### config.mk
export PLATFORM = sky130hd
export DESIGN_NAME = serial_subtractor
export DESIGN_NICKNAME = d
export VERILOG_FILES = /design/src/rtl/serial_sub_pkg.sv /design/src/rtl/full_subtractor.sv /design/src/rtl/serial_subtractor.sv
export SDC_FILE = /design/constraint.sdc
export NUM_CORES = 1
export LEC_CHECK = 0
export ABC_AREA = 0
export ABC_CLOCK_PERIOD_IN_PS = 1350
export CAP_MARGIN = 20
export CELL_PAD_IN_SITES_DETAIL_PLACEMENT = 1
export CELL_PAD_IN_SITES_GLOBAL_PLACEMENT = 1
export CORE_MARGIN = 2
export CORE_UTILIZATION = 35
export CTS_CLUSTER_DIAMETER = 80
export CTS_CLUSTER_SIZE = 12
export DETAILED_ROUTE_END_ITERATION = 8
export PLACE_DENSITY = 0.83
export SLEW_MARGIN = 40
export SYNTH_ARGS = -nofsm -noshare
export SYNTH_HDL_FRONTEND = slang
export SYNTH_HIERARCHICAL = 1
export SYNTH_SLANG_ARGS = --single-unit
### constraint.sdc
create_clock -name clk -period 1.35 [get_ports clk]
set_input_delay 0.135 -clock clk [delete_from_list [all_inputs] [get_ports clk]]
set_output_delay 0.135 -clock clk [all_outputs]
set_load 0.01 [all_outputs]
### src/rtl/serial_sub_pkg.sv
`default_nettype none
//============================================================================
// Module      : serial_sub_pkg
// Description : Shared definitions for the bit-serial subtractor: FSM state
//               encoding, default operand width and counter-width helper.
// Revision    : 1.0 - initial release
//============================================================================
package serial_sub_pkg;

    // Default operand width, matching the 4-bit ripple-carry adder.
    localparam int DEFAULT_WIDTH = 4;

    // Three-state sequencer encoding, explicit 2-bit width.
    typedef enum logic [1:0] {
        S_IDLE = 2'd0,
        S_RUN  = 2'd1,
        S_DONE = 2'd2
    } state_t;

    // Bit-counter width; never less than one bit.
    function automatic int cnt_width(input int width);
        return (width > 2) ? $clog2(width) : 1;
    endfunction

endpackage
`default_nettype wire

### src/rtl/full_subtractor.sv
`default_nettype none
//============================================================================
// Module      : full_subtractor
// Description : Single-bit combinational full subtractor cell,
//               diff = x - y - bi, bo = borrow out.
// Revision    : 1.0 - initial release
//============================================================================
module full_subtractor (
    input  logic x,
    input  logic y,
    input  logic bi,
    output logic diff,
    output logic bo
);

    assign diff = x ^ y ^ bi;
    assign bo   = (~x & y) | (~(x ^ y) & bi);

endmodule
`default_nettype wire

### src/rtl/serial_subtractor.sv
`default_nettype none
//============================================================================
// Module      : serial_subtractor
// Description : Bit-serial WIDTH-bit unsigned subtractor, D = A - B - Bin,
//               one bit per clock, LSB first, through a single full
//               subtractor cell and a registered borrow. Operands and
//               results use valid/ready handshakes.
//               Optional macro OVF_FLAG_EN adds the signed overflow port ovf.
// Revision    : 1.0 - initial release
//============================================================================
module serial_subtractor
    import serial_sub_pkg::*;
#(
    parameter int WIDTH = DEFAULT_WIDTH
) (
    input  logic             clk,
    input  logic             rst,
    input  logic             in_valid,
    output logic             in_ready,
    input  logic [WIDTH-1:0] a,
    input  logic [WIDTH-1:0] b,
    input  logic             bin,
    output logic             out_valid,
    input  logic             out_ready,
    output logic [WIDTH-1:0] d,
`ifdef OVF_FLAG_EN
    output logic             ovf,
`endif
    output logic             bout
);

    localparam int                 c_cnt_w = cnt_width(WIDTH);
    localparam logic [c_cnt_w-1:0] c_last  = c_cnt_w'(WIDTH - 1);

    state_t             r_state;
    state_t             w_state_nxt;
    logic [WIDTH-1:0]   r_a;
    logic [WIDTH-1:0]   r_b;
    logic [WIDTH-1:0]   r_d;
    logic               r_borrow;
    logic [c_cnt_w-1:0] r_cnt;
    logic               w_accept;
    logic               w_step;
    logic               w_last;
    logic               w_diff;
    logic               w_bo;

    assign w_accept = (r_state == S_IDLE) && in_valid;
    assign w_step   = (r_state == S_RUN);
    assign w_last   = w_step && (r_cnt == c_last);

    // Handshake flags decode straight from the state register.
    assign in_ready  = (r_state == S_IDLE);
    assign out_valid = (r_state == S_DONE);
    assign d         = r_d;
    assign bout      = r_borrow;

    full_subtractor u_fs (
        .x    (r_a[0]),
        .y    (r_b[0]),
        .bi   (r_borrow),
        .diff (w_diff),
        .bo   (w_bo)
    );

    // State register; reset abandons any in-flight operation.
    always_ff @(posedge clk or posedge rst) begin
        if (rst) begin
            r_state <= S_IDLE;
        end else begin
            r_state <= w_state_nxt;
        end
    end

    // Next-state decode: accept in IDLE, WIDTH serial steps, hold until taken.
    always_comb begin
        w_state_nxt = r_state;
        case (r_state)
            S_IDLE:  if (in_valid)  w_state_nxt = S_RUN;
            S_RUN:   if (w_last)    w_state_nxt = S_DONE;
            S_DONE:  if (out_ready) w_state_nxt = S_IDLE;
            default:                w_state_nxt = S_IDLE;
        endcase
    end

    // Serial datapath: load on accept, then one bit per cycle LSB first.
    // The counter stops at WIDTH-1 so it only wraps on the next accept.
    always_ff @(posedge clk or posedge rst) begin
        if (rst) begin
            r_a      <= '0;
            r_b      <= '0;
            r_d      <= '0;
            r_borrow <= 1'b0;
            r_cnt    <= '0;
        end else if (w_accept) begin
            r_a      <= a;
            r_b      <= b;
            r_borrow <= bin;
            r_cnt    <= '0;
        end else if (w_step) begin
            r_a      <= r_a >> 1;
            r_b      <= r_b >> 1;
            r_d      <= {w_diff, r_d[WIDTH-1:1]};
            r_borrow <= w_bo;
            if (!w_last) begin
                r_cnt <= r_cnt + 1'b1;
            end
        end
    end

`ifdef OVF_FLAG_EN
    logic r_ovf;

    // Signed overflow: borrow into the MSB step XOR borrow out of it.
    always_ff @(posedge clk or posedge rst) begin
        if (rst) begin
            r_ovf <= 1'b0;
        end else if (w_last) begin
            r_ovf <= r_borrow ^ w_bo;
        end
    end

    assign ovf = r_ovf;
`endif

endmodule
`default_nettype wire

==> qor.yml, run 1 <==
status: "complete, no violations"
fin_crit_sh: 0.990
wl_met3_um: 80
grt_pass1_vias: 742
vias: 699
synth_edf_count: 0
powerDensity_mw_per_mm2: 2200
syn-cell-area_um2: 898
port-buffer-count: 19
final_core_util: 0.506
cap_viol_max_count: 0
synth.net_count: 89
grtUsageTotal: 0.153
yosysWarnings: 6
h-tree-depth: 1
fmax_ghz: 0.748
top_layer: "met4"
final_cell_mix: "dfrtp_1 (15), clkdlybuf4s50_1 (12), buf_4 (12)"
drt_iter0_drc: 14
fp.dieW_um: 54.7
start_kind: "flip-flop"
grt_max_degree: 18
cts_buffers: 3
vias_per_cell: 5.14
numPlacedInstances: 127
ant_nets: 0
clk_path_buf_depth: 2
finalSetupViolCount: 0
yosysSeqAreaShare: 0.474
fin_nets: 122
place_area_mm2: 0.00115
finalHoldViolations: 0
clkTransAtPathRegs_ns: 0.10
root_buffer: "clkbuf_4"
async_reset_ff_frac: 1.00
diodes: 0
total_power_mw: 2.73
syn_to_final_growth_pct: 38.3
tns_ns: 0
first_pass_iters: 4
drv_slew: 0
die_h_um: 54.7
cp.required_ns: 1.52
hold_class: "in -> async"
clkSinkCount: 17
routedWlPerCell_um: 15.0
cts_tree: "built"
coreArea_mm2: 0.00245
layout.cells.non_filler: 136
ioPinCount: 20
syn_avg_cell_area_um2: 12.1
min_period_ns: 1.34
gp_congestion: 0.763
worst-setup-path-type: "reg -> reg"
wl_met1_um: 824
ys.flop_type: "dfrtp_1"
ctsHoldBuffers: 0
reg2reg_setup_slack_ns: 0.01
rsz0062_at_grt: "true"
p_leak_nw: 0.604
drive_above_1_share: 0.330
drc: 0
antenna_found_initial: 0
nFillCells: 269
final_common_cell: "dfrtp_1"
tightest_slew_ns: 0.299
placement_rows: 18
clk-insertion-delay-late_ns: 0.28
grt_pass1_wl_mm: 3.26
syn_inst: 74
synth_cell_types: 24
vdd.ir_drop.worst_mv: 1.05
relSlewSlack: 0.800
path_max_fanout: 3
worstSetupEndpointType: "flip-flop"
dieArea_mm2: 0.00299
clock_skew_ns: 0.00563
wl_met2_mm: 1.13
dp_hpwl_mm: 1.49
crit_arrival_ns: 1.50
synth-seq-cells: 17
wl_mm: 2.04
start_util: 0.366
final_cell_area_mm2: 0.00124
grt.overflow.total: 0
## flip-flops by register name (all words and copies together) (netlist names)
| name | count |
|---|---|
| d | 4 |
| r_a | 4 |
| r_b | 4 |
| r_cnt | 2 |
| r_state | 2 |
| bout | 1 |
## logic make-up after synthesis
logic type                 Yosys count  share of synthesized area
AOI/OAI and AO/OA                   14                      0.164
muxes                                4                     0.0501
buffers and inverters               18                      0.104
adders and majority gates            2                     0.0362
and+or+nand+nor                     19                      0.171
DFF                                 17                      0.474
## timing repair
| item | in CTS | in global routing |
|---|---|---|
| resized for setup | 5 | 13 |
| pin swaps | 0 | 1 |
| buffers inserted | 2 | 2 |
| setup endpoints to repair | 3 | 13 |
| cloned | 0 | 1 |
## metrics by stage
step                hold slack (ns)  setup slack, ns
global route                  0.185          -0.0472
global placement              0.466           0.0166
finish                        0.152           0.0132
CTS                           0.156          0.00264
floorplan                    0.0611           0.0722
detailed placement            0.471          -0.0278
## area by class of cell
cell class	count	area, um2	share of cell area
Clock buffer	4	26.3	0.0211
Inverter	13	48.8	0.0393
Multi-Input combinational cell	40	402	0.323
Sequential cell	17	428	0.344
Tap cell	30	37.5	0.0302
Timing Repair Buffer	32	300	0.242
## critical path: stages (launching register included)
cell and delay, ns:
dfrtp_1 0.40, inv_1 0.09, fa_2 0.43, mux2_1 0.30
## routing by layer
| metal | up-vias | track usage |
|---|---|---|
| met2 | 17 | 0.272 |
| met4 | 0 | 0.0417 |
| met1 | 352 | 0.185 |
| li1 | 328 | - |
| met5 | - | 0 |
| met3 | 2 | 0.0328 |
## synthesized netlist by cell type (2+ instances only)
| cell type | count | share of area |
|---|---|---|
| and3_1 | 2 | 0.014 |
| a32o_1 | 2 | 0.022 |
| a222oi_1 | 4 | 0.045 |
| buf_6 | 3 | 0.038 |
| nor2_1 | 3 | 0.013 |
| dfrtp_1 | 17 | 0.47 |
| mux2_1 | 4 | 0.050 |
| nand2b_1 | 2 | 0.014 |
| nor4b_2 | 3 | 0.050 |
| a211o_1 | 2 | 0.020 |
| a221oi_2 | 3 | 0.050 |
| inv_1 | 13 | 0.054 |
| nor2b_1 | 5 | 0.035 |
## report_power, final
part | leakage, nW | switching (mW) | internal [mW] | total, mW
Sequential | 0.201 | 0.166 | 0.764 | 0.931
Combinational | 0.388 | 0.699 | 0.839 | 1.54
Clock | 0.0150 | 0.151 | 0.114 | 0.265
## worst paths after layout
check | startpoint | end | cells past startpoint
max reg2reg | bout$_DFFE_PP0P_ | d[3]$_DFFE_PP0P_ | 3
min in group clk | out_ready | r_state[1]$_DFFE_PP0P_ | 3
min reg2reg | d[0]$_DFFE_PP0P_ | d[0]$_DFFE_PP0P_ | 1
max | bout$_DFFE_PP0P_ | d[3]$_DFFE_PP0P_ | 3
min | rst | bout$_DFFE_PP0P_ | 3
max in group asynchronous | rst | r_state[1]$_DFFE_PP0P_ | 3
Note: power is estimated with default switching activity, not from simulation.
==> inputs of run 2 (changes only) <==
Settings changed: CORE_UTILIZATION 35 to 29, PLACE_DENSITY 0.83 to 0.73.
==> qor.yml, run 2 (synthesis results as in run 1) <==
status: "complete, no violations"
die_h_um: 59.7
diodes: 0
drv_slew: 0
grt_pass1_wl_mm: 3.35
fp.dieW_um: 59.7
clkTransAtPathRegs_ns: 0.10
cp.required_ns: 1.53
dp_hpwl_mm: 1.45
worst-path-buf-inv: 3
root_buffer: "clkbuf_4"
gp_congestion: 0.723
cpMostUsedCell: "inv_2"
ctsHoldBuffers: 0
syn_to_final_growth_pct: 38.9
final_cell_mix: "dfrtp_1 (16), clkdlybuf4s50_1 (12), buf_4 (11)"
tightest_slew_ns: 0.347
clock_skew_ns: 0.00148
vias: 692
drc: 0
r2r_end: "bout$_DFFE_PP0P_"
holdWs_ns: 0.148
vias_per_cell: 5.01
ioPinCount: 20
drt_iter0_drc: 47
wl_mm: 1.94
clk-insertion-delay-late_ns: 0.28
min_period_ns: 1.32
powerDensity_mw_per_mm2: 2220
dieArea_mm2: 0.00356
reg2reg_setup_slack_ns: 0.03
coreArea_mm2: 0.00300
grt_pass1_vias: 719
cts_buffers: 3
clkSinkCount: 17
port-buffer-count: 19
worstSetupEndpointType: "flip-flop"
vdd.ir_drop.worst_mv: 0.580
p_leak_nw: 0.602
cap_viol_max_count: 0
layout_setup_ws_ns: 0.0266
first_pass_iters: 6
path_max_fanout: 2
crit_path_cell_trace: "inv_2, fa_2, inv_2, inv_1, a222oi_1"
fin_nets: 121
placement_rows: 20
cts_tree: "built"
critical_path.max_stage_delay_ns: 0.38
finalHoldViolations: 0
h-tree-depth: 1
worst-setup-path-type: "reg -> reg"
r2r-start: "r_b[0]$_DFFE_PP0P_"
routedWlPerCell_um: 14.1
reg2regPathDepth: 5
fmax_ghz: 0.756
final_common_cell: "dfrtp_1"
antenna_found_initial: 0
hold_class: "in -> async"
fin_crit_sh: 0.980
rsz0062_at_grt: "true"
ant_nets: 0
critical-path-slowest-cell: "dfrtp_1"
finalSetupViolCount: 0
grtUsageTotal: 0.123
drive_above_1_share: 0.343
crit_arrival_ns: 1.50
pre_cts_ws_ns: -0.0404
cp_top_family: "flip-flops"
grt_max_degree: 18
start_util: 0.299
start_kind: "flip-flop"
clk_path_buf_depth: 2
relSlewSlack: 0.768
grt.overflow.total: 0
run 2: worst max path at each step:
stage	end	slack, ns	cells after the start	from
after detailed placement	r_a[0]$_DFFE_PP0P_	-0.04	3	in_valid
final	bout$_DFFE_PP0P_	0.03	5	r_b[0]$_DFFE_PP0P_
after global routing	bout$_DFFE_PP0P_	-0.02	5	r_b[0]$_DFFE_PP0P_
after CTS	bout$_DFFE_PP0P_	0.001	5	r_b[0]$_DFFE_PP0P_
after global placement	out_valid	0.007	2	r_state[0]$_DFFE_PP0P_
after floorplan	d[3]$_DFFE_PP0P_	0.07	3	bout$_DFFE_PP0P_
run 2: stage by stage:
stage	util	total power, mW	cells	TNS [ns]	cell area, um2
CTS	0.403	2.74	136	0	1210
finish	0.415	2.77	138	0	1250
global placement	0.390	2.38	131	0	1170
detailed placement	0.390	2.44	131	-0.113	1170
floorplan	-	1.88	74	0	898
global route	0.415	3.01	138	-0.0525	1250
run 2: cell type report:
type                            count  area, um2
Clock inverter                      1       5.00
Tap cell                           33       41.3
Inverter                           13       48.8
Multi-Input combinational cell     39        400
Sequential cell                    17        427
Fill cell                         347       1760
Clock buffer                        3       22.5
Timing Repair Buffer               32        303
run 2: worst min-delay path, stage by stage:
cell	delay, ns
clkdlybuf4s50_1	0.39
inv_1	0.05
buf_4	0.24
run 2: where the power goes:
part / internal [mW] / total [mW] / switching [mW]
Sequential: 0.762 / 0.919 / 0.157
Clock: 0.110 / 0.274 / 0.164
Combinational: 0.878 / 1.58 / 0.701
Total: 1.75 / 2.77 / 1.02
run 2: metal layers:
metal / vias to the layer above / GRT usage / wire, um
met4: 0 / 0.0190 / 0
met3: 0 / 0.0216 / 91
li1: 323 / - / -
met2: 19 / 0.227 / 1020
met5: - / 0 / 0
met1: 350 / 0.152 / 832
run 2: timing repair:
item / CTS / global route
endpoints found under the hold margin: 0 / 0
setup endpoints to repair: 6 / 10
gates resized for setup: 10 / 10
setup buffers: 1 / 2
pin swaps: 0 / 3
==> inputs of run 3 (changes only) <==
Settings changed: CORE_UTILIZATION 29 to 38, PLACE_DENSITY 0.73 to 0.89.
==> qor.yml, run 3 (synthesis results as in run 1) <==
status: "complete, no violations"
cts_tree: "built"
rsz0062_at_grt: "true"
p_sw_frac: 0.376
start_kind: "flip-flop"
drc: 0
routedWlPerCell_um: 16.2
crit_arrival_ns: 1.16
vias: 689
p_clk_frac: 0.104
ant_nets: 0
worst-path-buf-inv: 2
p_sw_mw: 1.06
die_h_um: 52.6
cp.required_ns: 1.22
first_pass_iters: 5
clk-insertion-delay-late_ns: 0.31
gp_congestion: 0.753
hold_class: "in -> async"
ioPinCount: 20
powerDensity_mw_per_mm2: 2280
drive_above_1_share: 0.327
path_max_fanout: 6
critical_path.max_stage_delay_ns: 0.47
coreArea_mm2: 0.00223
root_buffer: "clkbuf_4"
placement_rows: 17
finalSetupViolCount: 0
layout_setup_ws_ns: 0.0590
tns_ns: 0
relSlewSlack: 0.802
vdd.ir_drop.worst_mv: 1.64
pre_cts_ws_ns: -0.0172
grt_max_degree: 18
cp_top_family: "flip-flops"
worst-setup-path-type: "reg -> out"
p_leak_nw: 0.583
antenna_found_initial: 0
port-buffer-count: 19
place_area_mm2: 0.00116
layout.cells.non_filler: 132
h-tree-depth: 1
drv_slew: 0
dp_hpwl_mm: 1.53
cap_viol_max_count: 0
dieArea_mm2: 0.00277
holdWs_ns: 0.133
critical-path-slowest-cell: "dfrtp_2"
pwr-share-comb: 0.565
start_util: 0.402
clkSinkCount: 17
finalHoldViolations: 0
cts_buffers: 3
grt_pass1_vias: 756
diodes: 0
fin_crit_sh: 0.956
tightest_slew_ns: 0.297
worstSetupEndpointType: "output port"
final_cell_area_mm2: 0.00123
drt_iter0_drc: 19
vias_per_cell: 5.22
fmax_ghz: 0.775
ctsHoldBuffers: 0
pwr-share-seq: 0.331
grt.overflow.total: 0
final_core_util: 0.551
clk_path_buf_depth: 2
clock_skew_ns: 0.00707
r2r-start: "r_b[0]$_DFFE_PP0P_"
nFillCells: 251
total_power_mw: 2.81
syn_to_final_growth_pct: 37.0
crit_path_cell_trace: "buf_4, nor2_4, buf_6"
min_period_ns: 1.29
grt_pass1_wl_mm: 3.55
crit_path_start: "r_state[0]$_DFFE_PP0P_"
fin_nets: 120
final_common_cell: "dfrtp_1"
numPlacedInstances: 125
p_int_mw: 1.75
grtUsageTotal: 0.181
wl_mm: 2.14
clkTransAtPathRegs_ns: 0.11
final_cell_mix: "dfrtp_1 (15), inv_1 (12), clkdlybuf4s50_1 (12)"
fp.dieW_um: 52.6
-- run 3: cell count changes in the layout (fill, tap and decap cells not counted), sizes merged --
| cell | change |
|---|---|
| buf | -1 |
| clkbuf | +2 |
| clkinv | -1 |
| dlygate4sd2 | +1 |
| dlymetal6s2s | -2 |
-- run 3: path summary, 6_finish.rpt --
check                                         end  slack, ns  depth (start not counted)
max                                      in_ready       0.06                          3
min                              bout$_DFFE_PP0P_       0.13                          3
max reg2reg                      bout$_DFFE_PP0P_       0.06                          5
min reg2reg                      d[0]$_DFFE_PP0P_       0.51                          1
max in group asynchronous  r_state[1]$_DFFE_PP0P_       1.01                          3
min in group clk           r_state[1]$_DFFE_PP0P_       0.45                          3
-- run 3: power groups by stage --
stage	sequential, mW	clock [mW]	combinational, mW
after global placement	0.926	0	1.40
after CTS	0.929	0.296	1.50
after floorplan	0.942	0	0.934
after detailed placement	0.948	0	1.49
after global routing	0.964	0.316	1.74
final	0.931	0.291	1.59
-- run 3: per-layer routing --
layer,global-route usage,up-vias,wire length (um)
met3,0.0314,7,78
met4,0.115,0,67
met5,0,-,0
li1,-,324,-
met2,0.294,17,1100
met1,0.218,341,890
-- run 3: repair_timing --
item,CTS,global route
gates resized for setup,14,8
pin swaps,1,1
setup buffers,2,1
setup endpoints to repair,7,8
-- run 3: worst register-to-register path, cell delays in order, from the launching register on --
cell and delay [ns]:
dfrtp_1 0.37, inv_2 0.05, fa_2 0.36, inv_1 0.05
inv_1 0.03, a222oi_1 0.32
-- run 3: final cells by class --
cell class / instances / area [um2] / area share
Clock buffer: 4 / 26.3 / 0.0213
Inverter: 13 / 48.8 / 0.0396
Multi-Input combinational cell: 39 / 407 / 0.330
Sequential cell: 17 / 428 / 0.348
Tap cell: 28 / 35.0 / 0.0285
Timing Repair Buffer: 31 / 287 / 0.233
